==> src/rtl/sdr_arb_pkg.sv <==
// Shared types for the SDRAM port arbiter: FSM states, burst owner and direction.
package sdr_arb_pkg;

    localparam int ADDR_W = 12;
    localparam int DATA_W = 16;

    typedef enum logic [2:0] {
        IDLE,
        ISSUE,
        BURST_C,
        BURST_V,
        GAPW
    } state_t;

    typedef enum logic {
        OWN_C,
        OWN_V
    } owner_t;

    typedef enum logic {
        DIR_RD,
        DIR_WR
    } dir_t;

endpackage

==> src/rtl/sdr_arb_beatcnt.sv <==
// Beat counter plus stuck-burst watchdog for one controller transaction.
module sdr_arb_beatcnt #(
    parameter int BURST   = 16,
    parameter int TIMEOUT = 255
) (
    input  logic clk,
    input  logic rst,
    input  logic strobe,
    input  logic clear,
    input  logic enable,
    output logic done,
    output logic timeout
);
    localparam int BW = $clog2(BURST + 1);
    localparam int WW = $clog2(TIMEOUT + 1);

    logic [BW-1:0] beat;
    logic [WW-1:0] wd;

    always_ff @(posedge clk) begin
        if (!rst || clear) begin
            beat <= '0;
            wd   <= '0;
        end else if (enable) begin
            if (strobe) begin
                beat <= beat + 1'b1;
                wd   <= '0;
            end else begin
                wd <= wd + 1'b1;
            end
        end
    end

    // Both fire on the edge that completes the condition, so the FSM leaves the burst there.
    assign done    = enable & strobe & (beat == BW'(BURST - 1));
    assign timeout = enable & ~strobe & (wd == WW'(TIMEOUT - 1));

endmodule

==> src/rtl/sdr_port_arbiter.sv <==
// Shares the SDRAM controller burst port between the cache (read/write) and the
// video line fetcher (read only), with bounded video priority and a burst watchdog.
module sdr_port_arbiter
    import sdr_arb_pkg::*;
#(
    parameter int BURST   = 16,
    parameter int GAP     = 2,
    parameter int VMAX    = 4,
    parameter int TIMEOUT = 255
) (
    input  logic              clk,
    input  logic              rst,
    input  logic [ADDR_W-1:0] c_addr,
    input  logic              c_rd,
    input  logic              c_wr,
    output logic              c_ack,
    input  logic [DATA_W-1:0] c_din,
    output logic              c_get,
    output logic              c_put,
    input  logic [ADDR_W-1:0] v_addr,
    input  logic              v_rd,
    output logic              v_ack,
    output logic              v_put,
    output logic [ADDR_W-1:0] m_addr,
    output logic              m_rd,
    output logic              m_wr,
    output logic [DATA_W-1:0] m_din,
    input  logic              m_get,
    input  logic              m_put,
    input  logic [DATA_W-1:0] m_dout,
    output logic              err
);
    localparam int VW = $clog2(VMAX + 1);
    localparam int GW = $clog2(GAP + 2);
    localparam logic [GW-1:0] GAP_LAST = GW'((GAP > 0) ? GAP - 1 : 0);

    state_t        state, next;
    owner_t        owner;
    dir_t          dir;
    logic [VW-1:0] vcnt;
    logic [GW-1:0] gcnt;
    logic          cache_req, pick_v, in_burst, cache_wr_burst, strobe;
    logic          bc_done, bc_timeout, gap_done;
    logic          m_dout_unused;

    // Requesters tap m_dout directly; only the strobes are qualified here.
    assign m_dout_unused  = ^m_dout;

    assign cache_req      = c_rd | c_wr;
    assign pick_v         = v_rd & ~(cache_req & (vcnt == VW'(VMAX)));
    assign in_burst       = (state == BURST_C) || (state == BURST_V);
    assign cache_wr_burst = (state == BURST_C) && (dir == DIR_WR);
    assign strobe         = cache_wr_burst ? m_get : m_put;
    assign gap_done       = (gcnt == GAP_LAST);

    sdr_arb_beatcnt #(
        .BURST  (BURST),
        .TIMEOUT(TIMEOUT)
    ) u_beatcnt (
        .clk    (clk),
        .rst    (rst),
        .strobe (strobe),
        .clear  (state == ISSUE),
        .enable (in_burst),
        .done   (bc_done),
        .timeout(bc_timeout)
    );

    always_ff @(posedge clk) begin
        if (!rst) state <= IDLE;
        else      state <= next;
    end

    always_comb begin
        next = state;
        case (state)
            IDLE:            if (cache_req || v_rd) next = ISSUE;
            ISSUE:           next = (owner == OWN_C) ? BURST_C : BURST_V;
            BURST_C,
            BURST_V:         if (bc_done || bc_timeout) next = GAPW;
            GAPW:            if (gap_done) next = IDLE;
            default:         next = IDLE;
        endcase
    end

    always_ff @(posedge clk) begin
        if (!rst) begin
            owner  <= OWN_C;
            dir    <= DIR_RD;
            m_addr <= '0;
            vcnt   <= '0;
            gcnt   <= '0;
            err    <= 1'b0;
        end else begin
            if (state == IDLE && (cache_req || v_rd)) begin
                owner  <= pick_v ? OWN_V : OWN_C;
                dir    <= (!pick_v && c_wr) ? DIR_WR : DIR_RD;
                m_addr <= pick_v ? v_addr : c_addr;
                // Video streak only grows while the cache is actually waiting.
                if (pick_v && cache_req)
                    vcnt <= (vcnt == VW'(VMAX)) ? vcnt : vcnt + 1'b1;
                else
                    vcnt <= '0;
            end
            gcnt <= (state == GAPW) ? gcnt + 1'b1 : '0;
            if (bc_timeout) err <= 1'b1;
        end
    end

    always_comb begin
        c_ack = (state == ISSUE) && (owner == OWN_C);
        v_ack = (state == ISSUE) && (owner == OWN_V);
        m_rd  = (state == ISSUE) && (dir == DIR_RD);
        m_wr  = (state == ISSUE) && (dir == DIR_WR);
        c_put = (state == BURST_C) && (dir == DIR_RD) && m_put;
        c_get = cache_wr_burst && m_get;
        v_put = (state == BURST_V) && m_put;
        m_din = cache_wr_burst ? c_din : '0;
    end

endmodule

==> config.mk <==
export PLATFORM = sky130hd
export DESIGN_NAME = sdr_port_arbiter
export DESIGN_NICKNAME = d
export VERILOG_FILES = /design/src/rtl/sdr_arb_pkg.sv /design/src/rtl/sdr_arb_beatcnt.sv /design/src/rtl/sdr_port_arbiter.sv
export SDC_FILE = /design/constraint.sdc
export NUM_CORES = 1
export LEC_CHECK = 0
export ABC_AREA = 1
export CORE_AREA = 3 3 79 81
export CTS_CLUSTER_DIAMETER = 150
export DETAILED_ROUTE_END_ITERATION = 12
export DIE_AREA = 0 0 82 84
export PLACE_DENSITY = 0.85
export SLEW_MARGIN = 20
export SYNTH_ARGS = -nofsm -noshare
export SYNTH_HDL_FRONTEND = slang
export SYNTH_HIERARCHICAL = 1
export SYNTH_SLANG_ARGS = --single-unit
==> constraint.sdc <==
create_clock -name clk -period 1.8 [get_ports clk]
set_input_delay 0.36 -clock clk [delete_from_list [all_inputs] [get_ports clk]]
set_output_delay 0.36 -clock clk [all_outputs]
set_load 0.005 [all_outputs]
; ---- After elaboration in Yosys (flattened, before gate mapping)
; Cells that the tools add are included.
[totals]
ff_bits = 36
latch_bits = 0
ramBits = 0
romBits = 0
in_bits = 63
output_inout_bits = 36
word_cells = 73
n_memories = 0
[classes]
n_addsub = 4
n_mul = 0
n_div = 0
magnitude_cmp = 0
eq_ne = 12
n_shift = 0
n_mux = 13
bitwise = 11
n_reduce_logical = 24
[ops]
columns = op, n
row1 = $mux 16, 1
row2 = $mux 3, 5
row3 = $logic_and 1x1->1, 12
row4 = $mux 12, 1
row5 = $pmux 3 s4, 1
row6 = $add 8x1->8 const B, 1
row7 = $eq 8x8->1 const B, 1
row8 = $mux 8, 1
row9 = $ne 2x2->1 const B, 4
row10 = $and 1x1->1, 6
row11 = $eq 3x2->1 const B, 2
row12 = $eq 3x3->1 const B, 2
row13 = $reduce_and 2->1, 3
row14 = $add 5x1->5 const B, 1
row15 = $eq 5x4->1 const B, 1
row16 = $logic_or 1x1->1, 4
row17 = $mux 1, 4
row18 = $not 1->1, 4
row19 = $add 3x1->3 const B, 1
row20 = $eq 3x1->1 const B, 1
row21 = $logic_not 3->1, 1
row22 = $reduce_and 3->1, 1
row23 = $add 2x1->2 const B, 1
row24 = $eq 2x1->1 const B, 1
row25 = 3 further kinds, 4

; ---- Depth between registers and ports, before layout
[logic_depth]
word_depth = 9
depth_mapped = 15
depth_no_buf = 15

; ---- Cells and area by module
; Netlist, hierarchy kept.
[by_module_without_submodules]
columns = module, n_inst, cells_each, area_each_um2, seq_area_each_um2
row1 = sdr_port_arbiter, 1, 227, 1392.6, 460.4
row2 = sdr_arb_beatcnt, 1, 95, 670.6, 260.2

; ---- Worst setup path after synthesis
; No wires, ideal clock.
[synth_timing]
path_kind = reg2reg
startpoint = register state[1]
endpoint = register state[0]
setup_ps = 115
arrival_time_ps = 1785
required_ps = 1685
path_slack_ps = -100
stages_incl_launch_ff = 16
path_buffers = 0
period_less_slack_ps = 1900
cell_sequence = dfxtp_1 inv_1 nor2_4 nand3_2 nand2_1 o21ai_0 inv_1 nand2_1 nor3_1 nor2_1 nand2_1 nand2_1 inv_1 nand3_1 nand2_1 nor2_1
[synth_between]
elab_cells_between_ends = 20
classes_between = eq/ne (7) / mux (2) / bitwise (5) / reduce/logical (6)
[synth_rtl]
columns = item, line
row1 = "start, declared", sdr_port_arbiter.sv:37  ; state_t state, next;
row2 = "start signal, assigned", sdr_port_arbiter.sv:71  ; else state <= next;
row3 = $eq 3x2->1, sdr_port_arbiter.sv:51  ; assign in_burst = (state == BURST_C) || (state == BURST_V);
row4 = $logic_or 1x1->1 *, sdr_port_arbiter.sv:51
row5 = via in_burst, sdr_port_arbiter.sv:42  ; logic cache_req, pick_v, in_burst, cache_wr_burst, strobe;
row6 = $and 1x1->1 * (2 in series), sdr_arb_beatcnt.sv:36  ; assign timeout = enable & ~strobe & (wd == WW'(TIMEOUT - 1));
row7 = via bc_timeout, sdr_port_arbiter.sv:43  ; logic bc_done, bc_timeout, gap_done;
row8 = $logic_or 1x1->1 *, sdr_port_arbiter.sv:80  ; BURST_V: if (bc_done || bc_timeout) next = GAPW;
row9 = $ne 2x2->1 (no line) *, -
row10 = $reduce_and 3->1 (no line) *, -
; Mark *: on every way through the listed nets, which the timed path passes. The rest lies on a longest branch.
; A chain may end at the register's enable or synchronous reset.

; ---- Worst setup path after layout
[layout_timing]
startpoint = register state[1]
endpoint = register state[1]
; The elaborated chain is that of the path after synthesis.

==> impl_results.md <==
- CP Launch Type: register
- # nets final: 501
- Tot Pwr: 3511 uW
- Setup TNS: -0.007625 ns
- Diode count: 0
- Yosys reg bits: 36
- Worst path slowest cell: dfxtp_2
- Routability congestion estimate from global placement: 0.7303
- Worst reg2reg endpoint: state[1]
- RSZ-0062 raised after global routing: true
- Global route overflow: 0
- FF-to-FF Start: state[1]
- DR vias: 2297
- Worst Path Buf+Inv: 5
- Antenna Nets Post-Route: 0
- Final setup viols: 1
- Ranking of synthesized cells by area: dfxtp_1 35%, inv_1 11%, nand2_1 11%
- DRC Markers: 0
- Routed WL per cell: 10.85 um
- Critical path fanouts, max: 3
- Clock sinks: 36
- Drt total wl: 5466 um
- Vias in the first global route: 2257
- Netlist cell types: 30
- Worst vdd rail ir drop: 0.0006607 V
- Detailed Route Iter0 Violations: 41
- FILL cells: 515
- Yosys warns: 6
- Clock buffer depth: 2
- Worst hold start: gcnt[0]
- Mapped cell area: 2063 um2
- Share of the synthesized area in the top cell type: 34.93%
- GRT Util Overall: 16.47%
- Static Leak: 0.001632 uW
- Area grow syn2layout: 58.76%
- Yosys top cell by area: dfxtp_1
- Critical Path RT: 2.00 ns
- Hold/Removal Path Class: reg -> reg
- Overall die height: 84 um
- CTS root buffer: clkbuf_8
- H-tree level count: 2
- Hold buffers post-CTS: 0
- Boundary Pins: 99
- MaxCap Viol Count: 0
- Crit path capture type: register
- Starting Density: 37.24%
- Area of the die: 6888 um2
- Failing checks: setup timing
- Fin Clk Skew: 0.002234 ns
- TritonCTS clock tree: yes
- Dpl hpwl: 4123 um
- Critical-path cell list: inv_2 -> nor2_4 -> nand3_4 -> buf_6 -> o21ai_4 -> inv_2 -> nand2_4 -> nor3_4 -> nor2_1 -> nand2_1 -> buf_4 -> buf_4 -> a21oi_1
- Post-synth net total: 392
- Relative max-transition margin: 72.57%
- Fraction of layout instances using a drive strength above 1: 19.91%
- Worst reg-to-reg setup slack: -0.008 ns
- Chip width: 82 um
- Final Cycle Share: 100.4%
- CP Class: reg -> reg
- Slew of the pin with the lowest slew margin: 0.4105 ns
- Status: finished, violations left
- Worst EP arrival: 2.01 ns
- Core footprint: 5540 um2
- First-pass GRT wire length: 9066 um
- CTS Buf Count: 5
- Sequential element share of the synthesized area: 34.93%
- Syn Area/Cell: 6.408 um2
- PnR worst setup slack: -0.007625 ns
- Crit path launch: state[1]
- Clock slew at reported path FFs: 0.07 ns
- Largest net degree at the start of global routing: 30
- Rows: 27
- Crit path time final: 1.808 ns
- Via density: 4.558
- WHS Path Cells: 1
- PwrDens: 1072 nW/um2
- DRT Pass-1 Iters: 4
- R2R cell count: 13
- Cells after Synth: 322
- Clk Latency, worst-skew pair: 0.29 ns
- I/O Buffers: 82
- Hold Violations, Final: 0
- CP top delay family: simple AND/OR/NAND/NOR gates
- Initial antenna violation count: 0
- Worst path max stage delay: 0.33 ns
- Hold endpoint: gcnt[0]
- Final Slew Violations: 0
- Max Clk Rate: 553.2 MHz
[stage by stage]
stage                     cell area, um2  hold slack (ns)  cells  worst slack, ns  utilization [%]
after floorplan                     2077           0.3983    322          0.02049                -
after detailed placement            3082           0.4161    486          -0.2349            55.62
after global routing                3276           0.4556    504          -0.1117            59.12
after CTS                           3214           0.4263    504          0.01431            58.02
final                               3276           0.4245    504        -0.007625            59.12
after global placement              3082           0.4070    486          -0.2013            55.62
[final cells by class]
class | count | area, um2 | share of cell area [%]
Inverter | 66 | 249.0 | 7.601
Clock inverter | 2 | 10.01 | 0.3056
Multi-Input combinational cell | 211 | 1099 | 33.54
Timing Repair Buffer | 111 | 1018 | 31.09
Sequential cell | 36 | 726.9 | 22.19
Tap cell | 72 | 90.09 | 2.750
Clock buffer | 6 | 82.58 | 2.521
[worst max-delay path by stage]
stage | endpoint | slack, ns | cells past startpoint
after floorplan | state[0] | 0.02 | 13
after global placement | c_put | -0.20 | 4
after detailed placement | c_put | -0.23 | 4
after CTS | state[0] | 0.01 | 14
after global routing | state[1] | -0.11 | 13
final | state[1] | -0.008 | 13
[Yosys cell counts (all sizes together)]
| master | n |
|---|---|
| nand4 | 1 |
| nor2 | 69 |
| clkbuf | 3 |
| and2 | 1 |
| o22ai | 1 |
| nand2 | 67 |
| buf | 6 |
| nor3 | 3 |
| inv | 64 |
| nand3 | 37 |
| o21ai | 8 |
| a21oi | 15 |
| clkinv | 2 |
| nand3b | 1 |
| nor4 | 1 |
| ha | 7 |
| dfxtp | 36 |
[worst register-to-register path: stages, from the launching register on]
cell and delay [ns]:
dfxtp_2 0.33, inv_2 0.04, nor2_4 0.13, nand3_4 0.09
buf_6 0.14, o21ai_4 0.16, inv_2 0.06, nand2_4 0.07
nor3_4 0.04, nor2_1 0.12, nand2_1 0.10, buf_4 0.15
buf_4 0.12, a21oi_1 0.17
[flip-flops by register name (all words and copies together), names as in the netlist]
signal and cells:
dir 1, err 1, gcnt 2, m_addr 12, owner 1, state 3
u_beatcnt/beat 5, u_beatcnt/wd 8, vcnt 3
[timing repair]
action / CTS / global route
setup buffers: 11 / 0
setup endpoints to repair: 25 / 10
resized for setup: 63 / 19
endpoints found under the hold margin: 0 / 0
pin swaps: 7 / 4
[placed cells by master, fill, tap and decap left out, types with 3 or more instances in the layout]
| master | instances |
|---|---|
| nand2_1 | 59 |
| nor2_1 | 58 |
| clkdlybuf4s50_1 | 58 |
| inv_1 | 57 |
| nand3_1 | 34 |
| dfxtp_1 | 33 |
| buf_4 | 25 |
| a21oi_1 | 13 |
| dlygate4sd2_1 | 11 |
| buf_2 | 10 |
| inv_2 | 7 |
| ha_1 | 7 |
| nor2_2 | 6 |
| nand2_2 | 6 |
| clkbuf_8 | 6 |
| nor2_4 | 5 |
| o21ai_1 | 4 |
| clkinv_2 | 3 |
| buf_12 | 3 |
| o21ai_0 | 3 |
[power breakdown]
group | leakage (uW) | switching [uW] | total, uW | internal [uW]
combinational | 0.00128 | 917 | 1810 | 891
clock | 0.0000510 | 289 | 594 | 305
sequential | 0.000296 | 115 | 1110 | 994
[metal layers]
metal  wire, um  track usage, %
met1       2187           16.96
met2       2659           28.73
met3        546           6.695
met4         72           6.798
met5          0               0
[cells by family (layout without fill, tap and decap cells)]
group,Yosys count,in the layout,share of synthesized area (%)
buffers and inverters,75,185,15.64
adder cells (fa/ha/maj),7,7,4.245
AND/OR/NAND/NOR,180,180,39.11
AO/OA/AOI/OAI,24,24,6.065
flip-flops,36,36,34.93
Note: power is estimated with default switching activity, not from simulation.
